File: src/rtl/seven_seg_ctrl.sv
// Memory-mapped six-digit seven-segment controller: a 32-bit store starts a
// sequential double-dabble conversion, and the result is latched into registered HEX outputs.
module seven_seg_ctrl #(
    parameter logic [31:0] IO_ADDR = 32'h0000_0000
) (
    input  logic        clk,
    input  logic        rst,
    input  logic        io_we,
    input  logic [31:0] io_addr,
    input  logic [31:0] io_data_in,
    output logic [31:0] io_data_out,
    output logic        busy,
    output logic [6:0]  HEX0,
    output logic [6:0]  HEX1,
    output logic [6:0]  HEX2,
    output logic [6:0]  HEX3,
    output logic [6:0]  HEX4,
    output logic [6:0]  HEX5
);

    typedef enum logic [1:0] {IDLE, CONVERT, UPDATE} state_t;

    localparam logic [6:0] BLANK = 7'b1111111;
    localparam logic [6:0] DASH  = 7'b0111111;

    state_t          state, state_next;
    logic [31:0]     value_reg;
    logic [31:0]     pending_val;
    logic            pending_flag;
    logic [4:0]      iter;
    logic [23:0]     bcd;
    logic [23:0]     bcd_adj;
    logic [19:0]     bin;
    logic            overflow;
    logic [5:0][6:0] hex_q;
    logic [5:0][6:0] disp;
    logic            write_hit;
    logic            load_en;
    logic [31:0]     load_val;
    logic            seen;
    logic [3:0]      digit;

    function automatic logic [6:0] glyph(input logic [3:0] d);
        case (d)
            4'd0:    glyph = 7'b1000000;
            4'd1:    glyph = 7'b1111001;
            4'd2:    glyph = 7'b0100100;
            4'd3:    glyph = 7'b0110000;
            4'd4:    glyph = 7'b0011001;
            4'd5:    glyph = 7'b0010010;
            4'd6:    glyph = 7'b0000010;
            4'd7:    glyph = 7'b1111000;
            4'd8:    glyph = 7'b0000000;
            4'd9:    glyph = 7'b0010000;
            default: glyph = BLANK;
        endcase
    endfunction

    assign write_hit   = io_we && (io_addr == IO_ADDR);
    assign io_data_out = (io_addr == IO_ADDR) ? value_reg : 32'h0;
    assign busy        = (state != IDLE);

    // A store landing on the UPDATE edge is newer than any queued value, so it wins.
    assign load_en  = ((state == IDLE) && write_hit) ||
                      ((state == UPDATE) && (write_hit || pending_flag));
    assign load_val = write_hit ? io_data_in : pending_val;

    always_ff @(posedge clk or negedge rst) begin
        if (!rst) state <= IDLE;
        else      state <= state_next;
    end

    always_comb begin
        state_next = state;
        case (state)
            IDLE:    if (write_hit) state_next = CONVERT;
            CONVERT: if (iter == 5'd19) state_next = UPDATE;
            UPDATE:  state_next = (write_hit || pending_flag) ? CONVERT : IDLE;
            default: state_next = IDLE;
        endcase
    end

    always_comb begin
        bcd_adj = bcd;
        for (int unsigned k = 0; k < 6; k++) begin
            if (bcd[4*k +: 4] >= 4'd5) bcd_adj[4*k +: 4] = bcd[4*k +: 4] + 4'd3;
        end
    end

    // Scan from the top digit down; blanking stops at the first nonzero digit, HEX0 always shows.
    always_comb begin
        disp  = '1;
        seen  = 1'b0;
        digit = '0;
        for (int unsigned k = 0; k < 6; k++) begin
            digit = bcd[4*(5-k) +: 4];
            if (overflow) begin
                disp[5-k] = DASH;
            end else if (digit != 4'd0 || seen || k == 5) begin
                disp[5-k] = glyph(digit);
                seen      = 1'b1;
            end else begin
                disp[5-k] = BLANK;
            end
        end
    end

    always_ff @(posedge clk or negedge rst) begin
        if (!rst) begin
            value_reg    <= '0;
            pending_val  <= '0;
            pending_flag <= 1'b0;
            iter         <= '0;
            bcd          <= '0;
            bin          <= '0;
            overflow     <= 1'b0;
            hex_q        <= {{5{BLANK}}, 7'b1000000};
        end else begin
            if (write_hit) value_reg <= io_data_in;

            if (state == CONVERT) begin
                {bcd, bin} <= {bcd_adj[22:0], bin, 1'b0};
                iter       <= iter + 5'd1;
                if (write_hit) begin
                    pending_flag <= 1'b1;
                    pending_val  <= io_data_in;
                end
            end

            if (state == UPDATE) begin
                hex_q        <= disp;
                pending_flag <= 1'b0;
            end

            if (load_en) begin
                bin      <= load_val[19:0];
                bcd      <= '0;
                iter     <= '0;
                overflow <= (load_val > 32'd999999);
            end
        end
    end

    assign HEX0 = hex_q[0];
    assign HEX1 = hex_q[1];
    assign HEX2 = hex_q[2];
    assign HEX3 = hex_q[3];
    assign HEX4 = hex_q[4];
    assign HEX5 = hex_q[5];

endmodule

File: config.mk
export PLATFORM = sky130hd
export DESIGN_NAME = seven_seg_ctrl
export DESIGN_NICKNAME = d
export VERILOG_FILES = /design/src/rtl/seven_seg_ctrl.sv
export SDC_FILE = /design/constraint.sdc
export NUM_CORES = 1
export LEC_CHECK = 0
export BUFFER_PORTS_ARGS = -buffer_cell sky130_fd_sc_hd__clkbuf_2
export CORE_UTILIZATION = 61
export DETAILED_ROUTE_END_ITERATION = 7
export PLACE_DENSITY = 0.86
export SLEW_MARGIN = 10
export SYNTH_ARGS = -nofsm -noshare
export SYNTH_HDL_FRONTEND = slang
export SYNTH_SLANG_ARGS = --single-unit
File: constraint.sdc
create_clock -name clk -period 5.1 [get_ports clk]
set_clock_uncertainty 0.15 [all_clocks]
set_input_delay 0.51 -clock clk [delete_from_list [all_inputs] [get_ports clk]]
set_output_delay 0.51 -clock clk [all_outputs]
set_load 0.01 [all_outputs]
==> flow_metrics.tcl <==
set metrics [dict create \
    outcome "finished, final reports clean" \
    cts_resized 0 \
    p_switching_mw 0.571 \
    yosysUniqueCellTypes 51 \
    p_sw_share_pct 22.7 \
    dieWidth_um 119 \
    cts_htree_levels 4 \
    placed_cells 1060 \
    via_per_inst 5.69 \
    internal_power_mw 1.94 \
    setup_tns_ns 0 \
    synth_top_area_share_pct 36.8 \
    ant_nets 0 \
    antenna_found_initial 0 \
    fin_ws_ns 2.13 \
    yosysTopAreaCell "dfrtp_1" \
    slew_viol_final 0 \
    rows 42 \
    area_growth_pct 16.0 \
    remaining_drc_errors 0 \
    relSlewSlack_pct 28.4 \
    clock-sinks 159 \
    dr.pass1.iters 5 \
    die_area_um2 14200 \
    critPathArrivalTime_ns 3.17 \
    pre_cts_slack_ns 1.67 \
    finalSetupViolations 0 \
    period_minus_slack_ns 2.97 \
    clk-insertion-delay-late_ns 0.43 \
    final_cells 1093 \
    synth_edf_count 0 \
    grt_setup_unrepaired "false" \
    required_ns 5.30 \
    clock_power_share_pct 47.1 \
    fmaxAchievable_mhz 336 \
    comb_power_share_pct 2.7 \
    grt_pass1_vias 6129 \
    cts_buffer_depth 2 \
    cpPeakStageDelay_ns 0.79 \
    io_buffers 141 \
    die_h_um 119 \
    start_util_pct 63.0 \
    vdd.ir_drop.worst_uv 246 \
    cap_violations 0 \
    core_area_um2 13300 \
    ys_top_cells_by_area "dfrtp_1 37%, dfstp_2 11%, mux2i_1 9.1%" \
    p_seq_share_pct 50.2 \
    globalRoute.totalOverflow 0 \
    synth_cells 782 \
    hold_class "input pin to flop" \
    diodes 0 \
    fin_crit_sh_pct 58.3 \
    async_flop_share_pct 100 \
    worstPathMaxFanout 38 \
    cts_tree "built" \
    cp_slowest_cell "o22a_2" \
    hold_viol_final 0 \
    wl_per_cell_um 16.1 \
    syn-cell-area_um2 8370 \
    pin_count 142 \
    crit_path_end_kind "flop" \
    final_util_pct 73.0 \
    worstMarginPinSlew_ns 1.07 \
    synth_commonest_cells "123 x dfrtp_1, 86 x nor2_1, 76 x mux2i_1" \
    ys_ff_latch 159 \
    dpl.hpwl_mm 12.0 \
    drive_gt1_share_pct 28.0 \
    p_leak_nw 4.41 \
    cpLargestDelayFamily "simple AND/OR/NAND/NOR gates" \
    grt_usage_pct 26.7 \
    synth-main-ff-cell "dfrtp_1" \
    yosysWarnings 0 \
    start_kind "input pin" \
    synth_most_common_cell "dfrtp_1" \
    wl_mm 17.6 \
    worstSetupPathType "input pin to flop" \
    grt_pass1_wl_mm 29.8 \
    syn_avg_cell_area_um2 10.7 \
    place_congestion 0.868 \
    vias 6223 \
    finalHoldWorstSlack_ns 0.182 \
    cts-root-buf "clkbuf_16" \
    cts.reportedPaths.clkPinSlew_ns 0.07 \
    synth_nets 884 \
    cts_buffers 17 \
    nets 1006 \
    worstPathCellList "clkbuf_2 > nor4_1 > nand4_1 > nor3_4 > o22a_2 > buf_4 > mux2i_1" \
    drt-initial-drc-count 459 \
    ys_seq_area_share_pct 48.1 \
    power.density_nw_per_um2 259 \
    grt_start_max_net_pins 69 \
    path_buf_inv 2 \
]
final cells by class:
| type | instances | area, µm² |
|---|---|---|
| sequential | 159 | 4020 |
| multi-input combinational | 545 | 4020 |
| fill | 913 | 3580 |
| timing repair buffer | 150 | 782 |
| clock buffer | 20 | 457 |
| tap | 176 | 220 |
| inverter | 31 | 116 |
| clock inverter | 12 | 97.6 |
layer usage:
layer / vias up / global-route usage (%) / share of wire [%] / routed length, µm
met2: 200 / 43.4 / 48 / 8490
li1: 3023 / - / - / -
met4: 0 / 9.81 / 1.7 / 296
met3: 20 / 6.13 / 5.6 / 976
met1: 2980 / 34.9 / 44 / 7790
met5: - / 0 / 0 / 0
worst paths after layout:
kind,endpoint,cells after the start,start,slack (ns)
max,bin[2],7,io_addr[5],2.13
min,pending_val[30],2,io_data_in[30],0.18
max reg2reg,bin[2],7,state[0],2.21
min reg2reg,HEX0[6],2,HEX0[6],0.32
max in group asynchronous,iter[2],3,rst,3.24
min in group asynchronous,bcd[20],2,rst,0.49
cell families (layout without fill, tap and decap cells):
group           Yosys count  count (layout)  synth area share, %
simple gates            218             218                 13.0
flops                   159             159                 48.1
mux                     142             142                 18.0
compound gates          138             138                 10.3
buf+inv                  78             213                 4.14
fa+ha+maj                35              35                 5.23
xor+xnor                 12              12                 1.26
worst register-to-register path, cell delays in order, from the launching register on:
cell,delay [ns]
dfrtp_1,0.44
inv_1,0.12
ha_2,0.19
buf_4,0.43
and2_1,0.22
o22a_2,0.65
buf_4,0.39
mux2i_1,0.22
power by group through the flow:
stage / sequential, mW / clock (mW) / combinational [mW]
detailed placement: 1.28 / 0 / 0.0678
global placement: 1.28 / 0 / 0.0669
floorplan: 1.29 / 0 / 0.00356
finish: 1.26 / 1.18 / 0.0673
global route: 1.26 / 1.25 / 0.0758
CTS: 1.26 / 1.20 / 0.0691
timing repair:
| item | 4_1_cts | 5_1_grt |
|---|---|---|
| hold buffers | 1 | 0 |
| setup buffers | 0 | 0 |
| endpoints found under the hold margin | 32 | 0 |
through the flow:
stage | total power, mW | instance area, µm²
6_report | 2.51 | 9710
5_1_grt | 2.59 | 9710
4_1_cts | 2.53 | 9710
3_5_place_dp | 1.35 | 9150
3_3_place_gp | 1.35 | 9150
2_1_floorplan | 1.29 | 8370
cell usage in the layout (no fill, tap or decap), types with 22 or more instances in the layout:
master,synthesis,layout
nor2_1,86,86
clkbuf_2,0,140
mux2_1,30,30
dfstp_2,36,36
and2_1,37,37
mux2_2,36,36
inv_1,31,31
o21ai_0,24,24
ha_1,35,33
dfrtp_1,123,123
nand2_1,22,22
mux2i_1,76,76
a21oi_1,57,57
No activity file was read; power rests on OpenSTA's default activity.
